File: config.mk
export PLATFORM = sky130hd
export DESIGN_NAME = arcade_input_mapper_flat
export DESIGN_NICKNAME = d
export VERILOG_FILES = /design/src/rtl/arcade_input_mapper_pkg.sv /design/src/rtl/arcade_input_mapper_if.sv /design/src/rtl/arcade_coin_shaper.sv /design/src/rtl/arcade_input_mapper.sv /design/src/flat_wrapper.sv
export SDC_FILE = /design/constraint.sdc
export NUM_CORES = 1
export LEC_CHECK = 0
export CORE_UTILIZATION = 40
export DETAILED_ROUTE_END_ITERATION = 12
export PLACE_DENSITY_LB_ADDON = 0.15
export SKIP_CTS_REPAIR_TIMING = 1
export SLEW_MARGIN = 20
export SYNTH_ARGS = -nofsm -noshare
export SYNTH_HDL_FRONTEND = slang
export SYNTH_SLANG_ARGS = --single-unit
export TNS_END_PERCENT = 50
File: constraint.sdc
create_clock -name clk_sys -period 2.05 [get_ports clk_sys]
set_clock_uncertainty 0.15 [all_clocks]
set_input_delay 0.41 -clock clk_sys [delete_from_list [all_inputs] [get_ports clk_sys]]
set_output_delay 0.41 -clock clk_sys [all_outputs]
set_load 0.01 [all_outputs]
File: src/rtl/arcade_input_mapper_pkg.sv
// Shared scancodes, joystick bit positions and coin shaper states for arcade_input_mapper.
package arcade_input_pkg;

  localparam logic [7:0] KEY_UP      = 8'h75;
  localparam logic [7:0] KEY_DOWN    = 8'h72;
  localparam logic [7:0] KEY_LEFT    = 8'h6B;
  localparam logic [7:0] KEY_RIGHT   = 8'h74;
  localparam logic [7:0] KEY_BTN0    = 8'h14;
  localparam logic [7:0] KEY_BTN1    = 8'h11;
  localparam logic [7:0] KEY_BTN2    = 8'h29;
  localparam logic [7:0] KEY_BTN3    = 8'h12;
  localparam logic [7:0] KEY_BTN4    = 8'h1A;
  localparam logic [7:0] KEY_BTN5    = 8'h22;
  localparam logic [7:0] KEY_START0  = 8'h16;
  localparam logic [7:0] KEY_START1  = 8'h1E;
  localparam logic [7:0] KEY_COIN0   = 8'h2E;
  localparam logic [7:0] KEY_COIN1   = 8'h36;
  localparam logic [7:0] KEY_SERVICE = 8'h46;

  localparam int KEY_NUM_BTN = 6;

  localparam int JOY_RIGHT = 0;
  localparam int JOY_LEFT  = 1;
  localparam int JOY_DOWN  = 2;
  localparam int JOY_UP    = 3;
  localparam int JOY_BTN0  = 4;

  typedef enum logic [1:0] {
    CS_IDLE,
    CS_PULSE,
    CS_HOLD
  } coin_state_t;

  function automatic logic [7:0] btn_code(input int k);
    case (k)
      0:       return KEY_BTN0;
      1:       return KEY_BTN1;
      2:       return KEY_BTN2;
      3:       return KEY_BTN3;
      4:       return KEY_BTN4;
      default: return KEY_BTN5;
    endcase
  endfunction

  function automatic logic [7:0] start_code(input int p);
    return (p == 0) ? KEY_START0 : KEY_START1;
  endfunction

  function automatic logic [7:0] coin_code(input int p);
    return (p == 0) ? KEY_COIN0 : KEY_COIN1;
  endfunction

endpackage

File: src/rtl/arcade_input_mapper_if.sv
// hps_io side inputs and active-low game core controls; AUTOFIRE_EN adds autofire_mask.
interface arcade_input_mapper_if #(
  parameter int NUM_PLAYERS = 2,
  parameter int NUM_BUTTONS = 3
);
  logic [10:0]                        ps2_key;
  logic [16*NUM_PLAYERS-1:0]          joystick;
  logic [NUM_BUTTONS-1:0]             swap_mask;
`ifdef AUTOFIRE_EN
  logic [NUM_BUTTONS-1:0]             autofire_mask;
`endif
  logic [4*NUM_PLAYERS-1:0]           joy_n;
  logic [NUM_BUTTONS*NUM_PLAYERS-1:0] btn_n;
  logic [NUM_PLAYERS-1:0]             start_n;
  logic [NUM_PLAYERS-1:0]             coin_n;
  logic                               service_n;
  logic                               pause_req;

`ifdef AUTOFIRE_EN
  modport master (
    output ps2_key, joystick, swap_mask, autofire_mask,
    input  joy_n, btn_n, start_n, coin_n, service_n, pause_req
  );
  modport slave (
    input  ps2_key, joystick, swap_mask, autofire_mask,
    output joy_n, btn_n, start_n, coin_n, service_n, pause_req
  );
`else
  modport master (
    output ps2_key, joystick, swap_mask,
    input  joy_n, btn_n, start_n, coin_n, service_n, pause_req
  );
  modport slave (
    input  ps2_key, joystick, swap_mask,
    output joy_n, btn_n, start_n, coin_n, service_n, pause_req
  );
`endif
endinterface

File: src/rtl/arcade_coin_shaper.sv
// One coin pulse of exactly COIN_PULSE cycles per press; further presses wait for release.
module arcade_coin_shaper
  import arcade_input_pkg::*;
#(
  parameter logic [15:0] COIN_PULSE = 16'd4096
) (
  input  logic clk_sys,
  input  logic reset,
  input  logic coin_raw,
  output logic coin_n
);

  coin_state_t state;
  logic [15:0] cnt;

  always_ff @(posedge clk_sys) begin
    if (!reset) begin
      state  <= CS_IDLE;
      cnt    <= '0;
      coin_n <= 1'b1;
    end else begin
      case (state)
        CS_IDLE: begin
          if (coin_raw) begin
            state  <= CS_PULSE;
            cnt    <= COIN_PULSE - 16'd1;
            coin_n <= 1'b0;
          end
        end
        CS_PULSE: begin
          // Raw coin is ignored here, so a re-press cannot stretch the pulse.
          if (cnt == 16'd0) begin
            coin_n <= 1'b1;
            state  <= coin_raw ? CS_HOLD : CS_IDLE;
          end else begin
            cnt <= cnt - 16'd1;
          end
        end
        CS_HOLD: begin
          if (!coin_raw) state <= CS_IDLE;
        end
        default: state <= CS_IDLE;
      endcase
    end
  end

endmodule

File: src/rtl/arcade_input_mapper.sv
// Latches ps2 key events, merges them with hps_io joysticks, swaps buttons, shapes coins.
// AUTOFIRE_EN adds autofire_mask/AUTOFIRE_DIV: masked held buttons follow a square wave.
module arcade_input_mapper
  import arcade_input_pkg::*;
#(
  parameter int          NUM_PLAYERS = 2,
  parameter int          NUM_BUTTONS = 3,
  parameter int          START_BIT   = 7,
  parameter int          COIN_BIT    = 8,
  parameter int          PAUSE_BIT   = 10,
  parameter logic [15:0] COIN_PULSE  = 16'd4096,
  parameter int          KBD_SHARED  = 1
`ifdef AUTOFIRE_EN
  , parameter logic [23:0] AUTOFIRE_DIV = 24'd1638400
`endif
) (
  input logic                  clk_sys,
  input logic                  reset,
  arcade_input_mapper_if.slave bus
);

  logic [10:0] ps2;
  assign ps2 = bus.ps2_key;

  logic                   old_toggle;
  logic                   key_up, key_down, key_left, key_right, key_service;
  logic [NUM_BUTTONS-1:0] key_btn;
  logic [NUM_PLAYERS-1:0] key_start, key_coin;

  // Extended-key flag and spare joystick bits carry nothing for the core.
  logic unused_bits;
  assign unused_bits = ^{ps2[8], bus.joystick};

  function automatic logic kb_on(input int p);
    return (KBD_SHARED != 0) || (p == 0);
  endfunction

  always_ff @(posedge clk_sys) begin
    if (!reset) begin
      old_toggle  <= ps2[10];
      key_up      <= 1'b0;
      key_down    <= 1'b0;
      key_left    <= 1'b0;
      key_right   <= 1'b0;
      key_service <= 1'b0;
      key_btn     <= '0;
      key_start   <= '0;
      key_coin    <= '0;
    end else begin
      old_toggle <= ps2[10];
      if (old_toggle != ps2[10]) begin
        if (ps2[7:0] == KEY_UP)      key_up      <= ps2[9];
        if (ps2[7:0] == KEY_DOWN)    key_down    <= ps2[9];
        if (ps2[7:0] == KEY_LEFT)    key_left    <= ps2[9];
        if (ps2[7:0] == KEY_RIGHT)   key_right   <= ps2[9];
        if (ps2[7:0] == KEY_SERVICE) key_service <= ps2[9];
        for (int k = 0; k < NUM_BUTTONS; k++)
          if (k < KEY_NUM_BTN && ps2[7:0] == btn_code(k)) key_btn[k] <= ps2[9];
        for (int p = 0; p < NUM_PLAYERS; p++) begin
          if (p < 2 && ps2[7:0] == start_code(p)) key_start[p] <= ps2[9];
          if (p < 2 && ps2[7:0] == coin_code(p))  key_coin[p]  <= ps2[9];
        end
      end
    end
  end

  logic [4*NUM_PLAYERS-1:0]           joy_d;
  logic [NUM_BUTTONS*NUM_PLAYERS-1:0] btn_d, btn_s, btn_f;
  logic [NUM_PLAYERS-1:0]             start_d, coin_raw, coin_n_q;
  logic                               pause_d;

  always_comb begin
    joy_d    = '0;
    btn_d    = '0;
    start_d  = '0;
    coin_raw = '0;
    pause_d  = 1'b0;
    for (int p = 0; p < NUM_PLAYERS; p++) begin
      joy_d[4*p+0] = bus.joystick[16*p+JOY_LEFT]  | (kb_on(p) & key_left);
      joy_d[4*p+1] = bus.joystick[16*p+JOY_RIGHT] | (kb_on(p) & key_right);
      joy_d[4*p+2] = bus.joystick[16*p+JOY_UP]    | (kb_on(p) & key_up);
      joy_d[4*p+3] = bus.joystick[16*p+JOY_DOWN]  | (kb_on(p) & key_down);
      for (int k = 0; k < NUM_BUTTONS; k++)
        btn_d[NUM_BUTTONS*p+k] = bus.joystick[16*p+JOY_BTN0+k] | (kb_on(p) & key_btn[k]);
      start_d[p]  = bus.joystick[16*p+START_BIT] | (kb_on(p) & key_start[p]);
      coin_raw[p] = bus.joystick[16*p+COIN_BIT]  | (kb_on(p) & key_coin[p]);
      pause_d     = pause_d | bus.joystick[16*p+PAUSE_BIT];
    end
  end

  generate
    if (NUM_PLAYERS >= 2) begin : g_swap
      always_comb begin
        btn_s = btn_d;
        for (int k = 0; k < NUM_BUTTONS; k++) begin
          if (bus.swap_mask[k]) begin
            btn_s[k]             = btn_d[NUM_BUTTONS+k];
            btn_s[NUM_BUTTONS+k] = btn_d[k];
          end
        end
      end
    end else begin : g_noswap
      logic unused_swap;
      assign unused_swap = ^bus.swap_mask;
      assign btn_s       = btn_d;
    end
  endgenerate

`ifdef AUTOFIRE_EN
  logic [23:0] af_cnt;
  logic        af_phase;

  always_ff @(posedge clk_sys) begin
    if (!reset) begin
      af_cnt   <= '0;
      af_phase <= 1'b0;
    end else if (af_cnt == AUTOFIRE_DIV - 24'd1) begin
      af_cnt   <= '0;
      af_phase <= ~af_phase;
    end else begin
      af_cnt <= af_cnt + 24'd1;
    end
  end

  always_comb begin
    btn_f = btn_s;
    for (int p = 0; p < NUM_PLAYERS; p++)
      for (int k = 0; k < NUM_BUTTONS; k++)
        if (bus.autofire_mask[k])
          btn_f[NUM_BUTTONS*p+k] = btn_s[NUM_BUTTONS*p+k] & af_phase;
  end
`else
  assign btn_f = btn_s;
`endif

  always_ff @(posedge clk_sys) begin
    if (!reset) begin
      bus.joy_n     <= '1;
      bus.btn_n     <= '1;
      bus.start_n   <= '1;
      bus.service_n <= 1'b1;
      bus.pause_req <= 1'b0;
    end else begin
      bus.joy_n     <= ~joy_d;
      bus.btn_n     <= ~btn_f;
      bus.start_n   <= ~start_d;
      bus.service_n <= ~key_service;
      bus.pause_req <= pause_d;
    end
  end

  for (genvar p = 0; p < NUM_PLAYERS; p++) begin : g_coin
    arcade_coin_shaper #(
      .COIN_PULSE(COIN_PULSE)
    ) u_coin (
      .clk_sys (clk_sys),
      .reset   (reset),
      .coin_raw(coin_raw[p]),
      .coin_n  (coin_n_q[p])
    );
  end

  assign bus.coin_n = coin_n_q;

endmodule

File: src/flat_wrapper.sv
// flat-port wrapper written by rule: the top's interface ports become plain ports
module arcade_input_mapper_flat import arcade_input_pkg::*;
#(
  parameter int          NUM_PLAYERS = 2,
  parameter int          NUM_BUTTONS = 3,
  parameter int          START_BIT   = 7,
  parameter int          COIN_BIT    = 8,
  parameter int          PAUSE_BIT   = 10,
  parameter logic [15:0] COIN_PULSE  = 16'd4096,
  parameter int          KBD_SHARED  = 1

)
  (clk_sys, reset, bus_ps2_key, bus_joystick, bus_swap_mask, bus_joy_n, bus_btn_n, bus_start_n, bus_coin_n, bus_service_n, bus_pause_req);
  arcade_input_mapper_if #(.NUM_PLAYERS(NUM_PLAYERS), .NUM_BUTTONS(NUM_BUTTONS)) bus_i ();
  input logic clk_sys;
  input logic reset;
  input wire logic [$bits(bus_i.ps2_key)-1:0] bus_ps2_key;
  input wire logic [$bits(bus_i.joystick)-1:0] bus_joystick;
  input wire logic [$bits(bus_i.swap_mask)-1:0] bus_swap_mask;
  output wire logic [$bits(bus_i.joy_n)-1:0] bus_joy_n;
  output wire logic [$bits(bus_i.btn_n)-1:0] bus_btn_n;
  output wire logic [$bits(bus_i.start_n)-1:0] bus_start_n;
  output wire logic [$bits(bus_i.coin_n)-1:0] bus_coin_n;
  output wire logic [$bits(bus_i.service_n)-1:0] bus_service_n;
  output wire logic [$bits(bus_i.pause_req)-1:0] bus_pause_req;
  assign bus_i.ps2_key = bus_ps2_key;
  assign bus_i.joystick = bus_joystick;
  assign bus_i.swap_mask = bus_swap_mask;
  assign bus_joy_n = bus_i.joy_n;
  assign bus_btn_n = bus_i.btn_n;
  assign bus_start_n = bus_i.start_n;
  assign bus_coin_n = bus_i.coin_n;
  assign bus_service_n = bus_i.service_n;
  assign bus_pause_req = bus_i.pause_req;
  arcade_input_mapper #(.NUM_PLAYERS(NUM_PLAYERS), .NUM_BUTTONS(NUM_BUTTONS), .START_BIT(START_BIT), .COIN_BIT(COIN_BIT), .PAUSE_BIT(PAUSE_BIT), .COIN_PULSE(COIN_PULSE), .KBD_SHARED(KBD_SHARED)) u_core (.clk_sys(clk_sys), .reset(reset), .bus(bus_i));
endmodule
==> results of run 1 <==
## flip-flops by register name, indices dropped and copies added (netlist names)
register	flops
u_core.g_coin.u_coin.cnt	32
u_core.bus.joy_n	8
u_core.bus.btn_n	6
u_core.g_coin.u_coin.state	4
u_core.key_btn	3
u_core.bus.start_n	2
u_core.g_coin.u_coin.coin_n	2
u_core.key_coin	2
u_core.key_start	2
u_core.bus.pause_req	1
u_core.bus.service_n	1
u_core.key_down	1
u_core.key_left	1
u_core.key_right	1
u_core.key_service	1
u_core.key_up	1
u_core.old_toggle	1
## worst max-delay path by stage
stage	startpoint	cells after the start	to
5_1_grt	u_core.g_coin[0].u_coin.cnt[0]	7	u_core.g_coin[0].u_coin.cnt[1]
2_1_floorplan	u_core.g_coin[0].u_coin.cnt[0]	7	u_core.g_coin[0].u_coin.cnt[14]
4_1_cts	u_core.g_coin[1].u_coin.cnt[2]	5	u_core.g_coin[1].u_coin.cnt[3]
3_3_place_gp	bus_joystick[8]	5	u_core.g_coin[0].u_coin.cnt[1]
3_5_place_dp	bus_joystick[8]	5	u_core.g_coin[0].u_coin.cnt[1]
6_report	u_core.g_coin[0].u_coin.cnt[10]	4	u_core.g_coin[0].u_coin.state[1]
## final cells by class
class                   instances  area, um2  area share (%)
clock inverters                 6        111            2.52
inverters                      12       45.0            1.02
flip-flops and latches         69       1380            31.2
clock buffers                  10        128            2.88
well taps                     102        128            2.88
multi-input cells             264       1810            40.9
repair buffers                 88        821            18.5
## power by group
group / switching [uW] / total, uW / internal (uW)
sequential: 86.8 / 1510 / 1420
clock: 522 / 1330 / 808
combinational: 297 / 622 / 325
total: 907 / 3460 / 2560
## cell usage in the layout, fill, tap and decap left out, drive strengths merged, types with 4 or more instances in the layout
cell type       n
buf            34
nand2b          8
clkdlybuf4s50  54
nand3          14
nand2          27
clkbuf         10
or4             8
nor4b           4
nand4           8
a31oi           7
and3            6
inv            12
o21ai          23
or2             6
mux2            7
and4            6
nor2           19
nor2b           7
dfxtp          69
a21oi          12
nor4           10
mux2i          12
nor3           15
or3             5
a311oi         10
a211oi         11
## metrics by stage
| stage | hold WS, ps | setup TNS (ps) | std cells | setup WS, ps |
|---|---|---|---|---|
| 2_1_floorplan | 208 | 0 | 363 | 178 |
| 3_3_place_gp | 232 | -2410 | 534 | -176 |
| 3_5_place_dp | 236 | -2970 | 534 | -172 |
| 4_1_cts | 253 | 0 | 550 | 86.4 |
| 5_1_grt | 269 | -1.57 | 551 | -1.57 |
| 6_report | 254 | 0 | 551 | 91.9 |
## cell families after synthesis
family                     Yosys count  share of synthesized area, %
xor gates and xnor gates             2                         0.531
AOI/OAI and AO/OA                   83                          17.0
DFF                                 69                          41.9
and+or+nand+nor                    158                          30.1
buffers and inverters               30                          3.72
muxes                               19                          6.03
adders and majority gates            2                         0.759
## metal layers
| layer | up-vias | GRT usage [%] |
|---|---|---|
| met4 | 0 | 7.18 |
| li1 | 1546 | - |
| met3 | 13 | 3.94 |
| met2 | 51 | 32.8 |
| met1 | 1455 | 24.0 |
| met5 | - | 0 |
==> qor.csv, run 1 <==
stage;metric;value;unit
status;outcome;completed;
route;dr.pass1.iters;4;
synth;synthTopCellsByCount;dfxtp_1 (69), nand2_1 (27), o21ai_0 (23);
final_layout;drive_gt1_share;16.9;%
final_layout;diodes;0;
synth;synth_fp_nets;413;
worst_hold_path;hp-start;u_core.key_service;
timing;fin_crit;1960;ps
route;dr.first_iter.drc_count;152;
power_and_ir_drop;p_leak;0.00168;uW
clock_network;clk_latency;340;ps
worst_setup_path;reg2reg_from;u_core.g_coin[0].u_coin.cnt[10];
worst_setup_path;cp_max_fo;8;
timing;worstMarginPinSlew;514;ps
route;highest_layer;met4;
placed_design;hpwl;5780;um
synth;synth_largest_area_cell;dfxtp_1;
worst_setup_path;crit_buf_inv;0;
floorplan;io_pins;68;
worst_hold_path;hold_depth;1;
grt;grt_use_total;19.3;%
clock_network;htree_levels;3;
worst_setup_path;r2r_cells;4;
grt;antenna_found_initial;0;
timing;hold_viol;0;
synth;synth_top_cell_area_share;41.9;%
worst_setup_path;worstPathArrival;2070;ps
route;drc;0;
worst_hold_path;holdCritPathClass;reg2reg;
route;met3WireLength;231;um
final_layout;final_nets;494;
final_layout;syn2layout_area_growth;34.2;%
clock_network;cts_buffers;9;
final_layout;fin_area;4430;um2
route;ant_nets;0;
synth;ys_seq_area_share;41.9;%
route;route.vias.total;3065;
clock_network;cts_root_buf;clkbuf_8;
floorplan;core_area;7850;um2
placed_design;port_buffers;54;
clock_network;clk_path_buf_depth;2;
worst_setup_path;cp_slowest_stage_delay;590;ps
floorplan;die_h;92.8;um
synth;synthCells;363;
synth;ys.flop_type;dfxtp_1;
synth;ys_warn_count;0;
grt;grt_max_degree;32;
synth;async_flop_share;0;%
worst_setup_path;cp.required;2160;ps
placed_design;gp_congestion;0.809;
grt;grt-ovfl-total;0;
worst_setup_path;path_delay_family;simple AND/OR/NAND/NOR gates;
timing;setup_viol;0;
synth;syn_area_per_cell;9.08;um2
synth;synth_edf_count;0;
worst_setup_path;rrSetupSlack;90;ps
clock_network;clkTransAtPathRegs;70;ps
route;wire_per_inst;14.4;um
synth;synthDistinctLibCells;57;
timing;drv_slew;0;
route;drt-met1-wl;3720;um
timing;post-route-period-util;95.5;%
floorplan;initial_core_util;42.0;%
synth;yosysMostFrequentCell;dfxtp_1;
clock_network;cts_tree;built;
synth;synth_seq_cells;69;
synth;synth_area_leaders;dfxtp_1 (42%), mux2i_1 (3.6%), o21ai_0 (3.5%), nand2_1 (3.1%), a311oi_1 (2.7%);
floorplan;die_area;8610;um2
worst_setup_path;cp-start-kind;flip-flop;
floorplan;rows;32;
worst_setup_path;cpMaxStageDelayCell;or4_1;
timing;max_freq;511;MHz
power_and_ir_drop;power_density;782;nW/um2
power_and_ir_drop;p_total;3460;uW
synth;synth_area;3300;um2
worst_setup_path;cp-end-kind;flip-flop;
placed_design;placed_cell_area;4160;um2
job;cap_violations;0;
worst_setup_path;critPathKind;reg2reg;
timing;rsz0062_at_grt;true;
worst_setup_path;timing.rr.end;u_core.g_coin[0].u_coin.state[1];
route;wirelength;7930;um
final_layout;fillCellCount;742;
route;vias_per_cell;5.56;
floorplan;die_w;92.8;um
route;wl_met2;3840;um
worst_setup_path;crit_chain;or4_1 -> nor3_1 -> nand2b_1 -> a211oi_1;
power_and_ir_drop;peakVddDrop;427;uV
grt;grt_pass1_vias;2837;
worst_hold_path;min_to;u_core.bus.service_n;
timing;slew_headroom;65.7;%
grt;grt_first_pass_wirelength;13200;um
clock_network;cts_sinks;69;
final_layout;final_core_util;56.4;%
(Power assumes the default switching activity.)
==> run 2: changes to the inputs <==
- CTS_CLUSTER_DIAMETER: unset -> 120
==> results of run 2 <==
Final layout, timing and power as in run 1 (identical DEF).
==> run 3: changes to the inputs <==
- CORE_UTILIZATION: 40 -> 51
==> run 3 against run 2 <==
Compared with the run above: via count grew 2.3%; count of clock-buffer cells in the layout is 2 higher; wire length rose by 4.2%; cell area decreased by 1.9%; register-to-register slack is essentially flat; worst setup slack got worse by 0.88 ps; largest power group unchanged; cell count decreased by 5.4%; clock power down 18%; first-iteration DRC count is 20% higher; combinational power down 0.8%.
==> qor.csv, run 3 (synthesized netlist as in run 1, its figures left out) <==
stage;metric;value;unit
grt;grt_max_degree;27;
grt;grt_use_total;26.4;%
worst_hold_path;holdCritPathClass;reg2reg;
placed_design;placed_cell_area;4080;um2
timing;setup_viol;0;
final_layout;final_nets;491;
grt;grt-ovfl-total;0;
floorplan;die_area;6790;um2
clock_network;cts_sinks;69;
final_layout;layout_commonest_cell;dfxtp_1;
placed_design;port_buffers;54;
final_layout;diodes;0;
worst_setup_path;cp-start-kind;flip-flop;
clock_network;clk_path_buf_depth;2;
grt;antenna_found_initial;0;
worst_setup_path;cp.required;2110;ps
final_layout;drive_gt1_share;17.5;%
timing;hold_viol;0;
clock_network;cts_tree;built;
worst_setup_path;cp_max_fo;6;
timing;setup_tns;0;ps
route;drc;0;
power_and_ir_drop;power_density;742;nW/um2
final_layout;fillCellCount;454;
final_layout;fin_area;4340;um2
route;wire_per_inst;15.8;um
status;outcome;completed;
clock_network;clkTransAtPathRegs;70;ps
clock_network;clk_latency;340;ps
grt;grt_pass1_vias;2953;
final_layout;largest_reg_flops;32;
timing;post-route-period-util;95.6;%
route;wirelength;8250;um
route;vias_per_cell;6.02;
worst_setup_path;worstPathArrival;2020;ps
worst_setup_path;critPathKind;reg2reg;
final_layout;top_register;u_core.g_coin.u_coin.cnt;
placed_design;hpwl;5870;um
timing;drv_slew;0;
placed_design;gp_congestion;0.908;
timing;fin_crit;1960;ps
floorplan;core_area;6060;um2
final_layout;syn2layout_area_growth;31.7;%
power_and_ir_drop;peakVddDrop;568;uV
job;cap_violations;0;
timing;rsz0062_at_grt;true;
clock_network;cts_buffers;9;
route;ant_nets;0;
timing;max_freq;510;MHz
floorplan;die_w;82.4;um
floorplan;rows;28;
floorplan;initial_core_util;54.4;%
route;route.vias.total;3135;
final_layout;top_regs;u_core.g_coin.u_coin.cnt x32, u_core.bus.joy_n x8, u_core.bus.btn_n x6;
route;dr.first_iter.drc_count;182;
route;dr.pass1.iters;4;
clock_network;htree_levels;3;
floorplan;io_pins;68;
timing;worstMarginPinSlew;506;ps
grt;grt_first_pass_wirelength;13400;um
worst_setup_path;cp-end-kind;flip-flop;
floorplan;die_h;82.4;um
power_and_ir_drop;p_leak;0.00164;uW
clock_network;cts_root_buf;clkbuf_8;
timing;slew_headroom;66.2;%
final_layout;final_cell_mix;dfxtp_1 (68), clkdlybuf4s50_1 (54), buf_4 (29);
-- run 3: through the flow --
| stage | util, % | total power, uW | hold WS, ps | worst slack (ps) | cells |
|---|---|---|---|---|---|
| floorplan | - | 1880 | 208 | 178 | 363 |
| global placement | 67.3 | 2110 | 268 | -120 | 502 |
| detailed placement | 67.3 | 2130 | 276 | -198 | 502 |
| CTS | 70.4 | 3220 | 294 | -10.0 | 518 |
| global route | 71.6 | 3380 | 301 | -34.5 | 521 |
| finish | 71.6 | 3220 | 294 | 91.0 | 521 |
-- run 3: worst max-delay path: stages (launching register included) --
cell and delay [ps]:
dfxtp_1 360, nor4_4 450, nand4_1 300, buf_4 230, a311oi_2 260, a311oi_1 80
-- run 3: worst paths after layout --
check	from	depth (start not counted)	endpoint	slack, ps
setup / recovery	u_core.g_coin[1].u_coin.cnt[5]	5	u_core.g_coin[1].u_coin.cnt[2]	90
hold / removal	u_core.key_service	1	u_core.bus.service_n	290
setup reg to reg	u_core.g_coin[1].u_coin.cnt[5]	5	u_core.g_coin[1].u_coin.cnt[2]	90
hold reg to reg	u_core.key_service	1	u_core.bus.service_n	290
-- run 3: per-layer routing --
metal  routed length, um  vias to the layer above  GRT usage, %
met1                3560                     1500          30.8
met4                 130                        0          9.82
met2                4200                       85          45.8
met5                   0                        -             0
met3                 359                       13          7.25
li1                    -                     1537             -
-- run 3: report_power, final --
part	leakage [uW]	internal [uW]	switching, uW
Combinational	0.000976	318	299
Clock	0.0000964	592	494
Sequential	0.000570	1420	95.3
Total	0.00164	2330	888
-- run 3: cell type report --
cell class / count / area [um2] / share of cell area [%]
clock buffers: 12 / 145 / 3.34
clock inverters: 4 / 47.5 / 1.10
inverters: 12 / 45.0 / 1.04
multi-input cells: 264 / 1840 / 42.3
flip-flops and latches: 69 / 1380 / 31.9
well taps: 75 / 93.8 / 2.16
repair buffers: 85 / 790 / 18.2
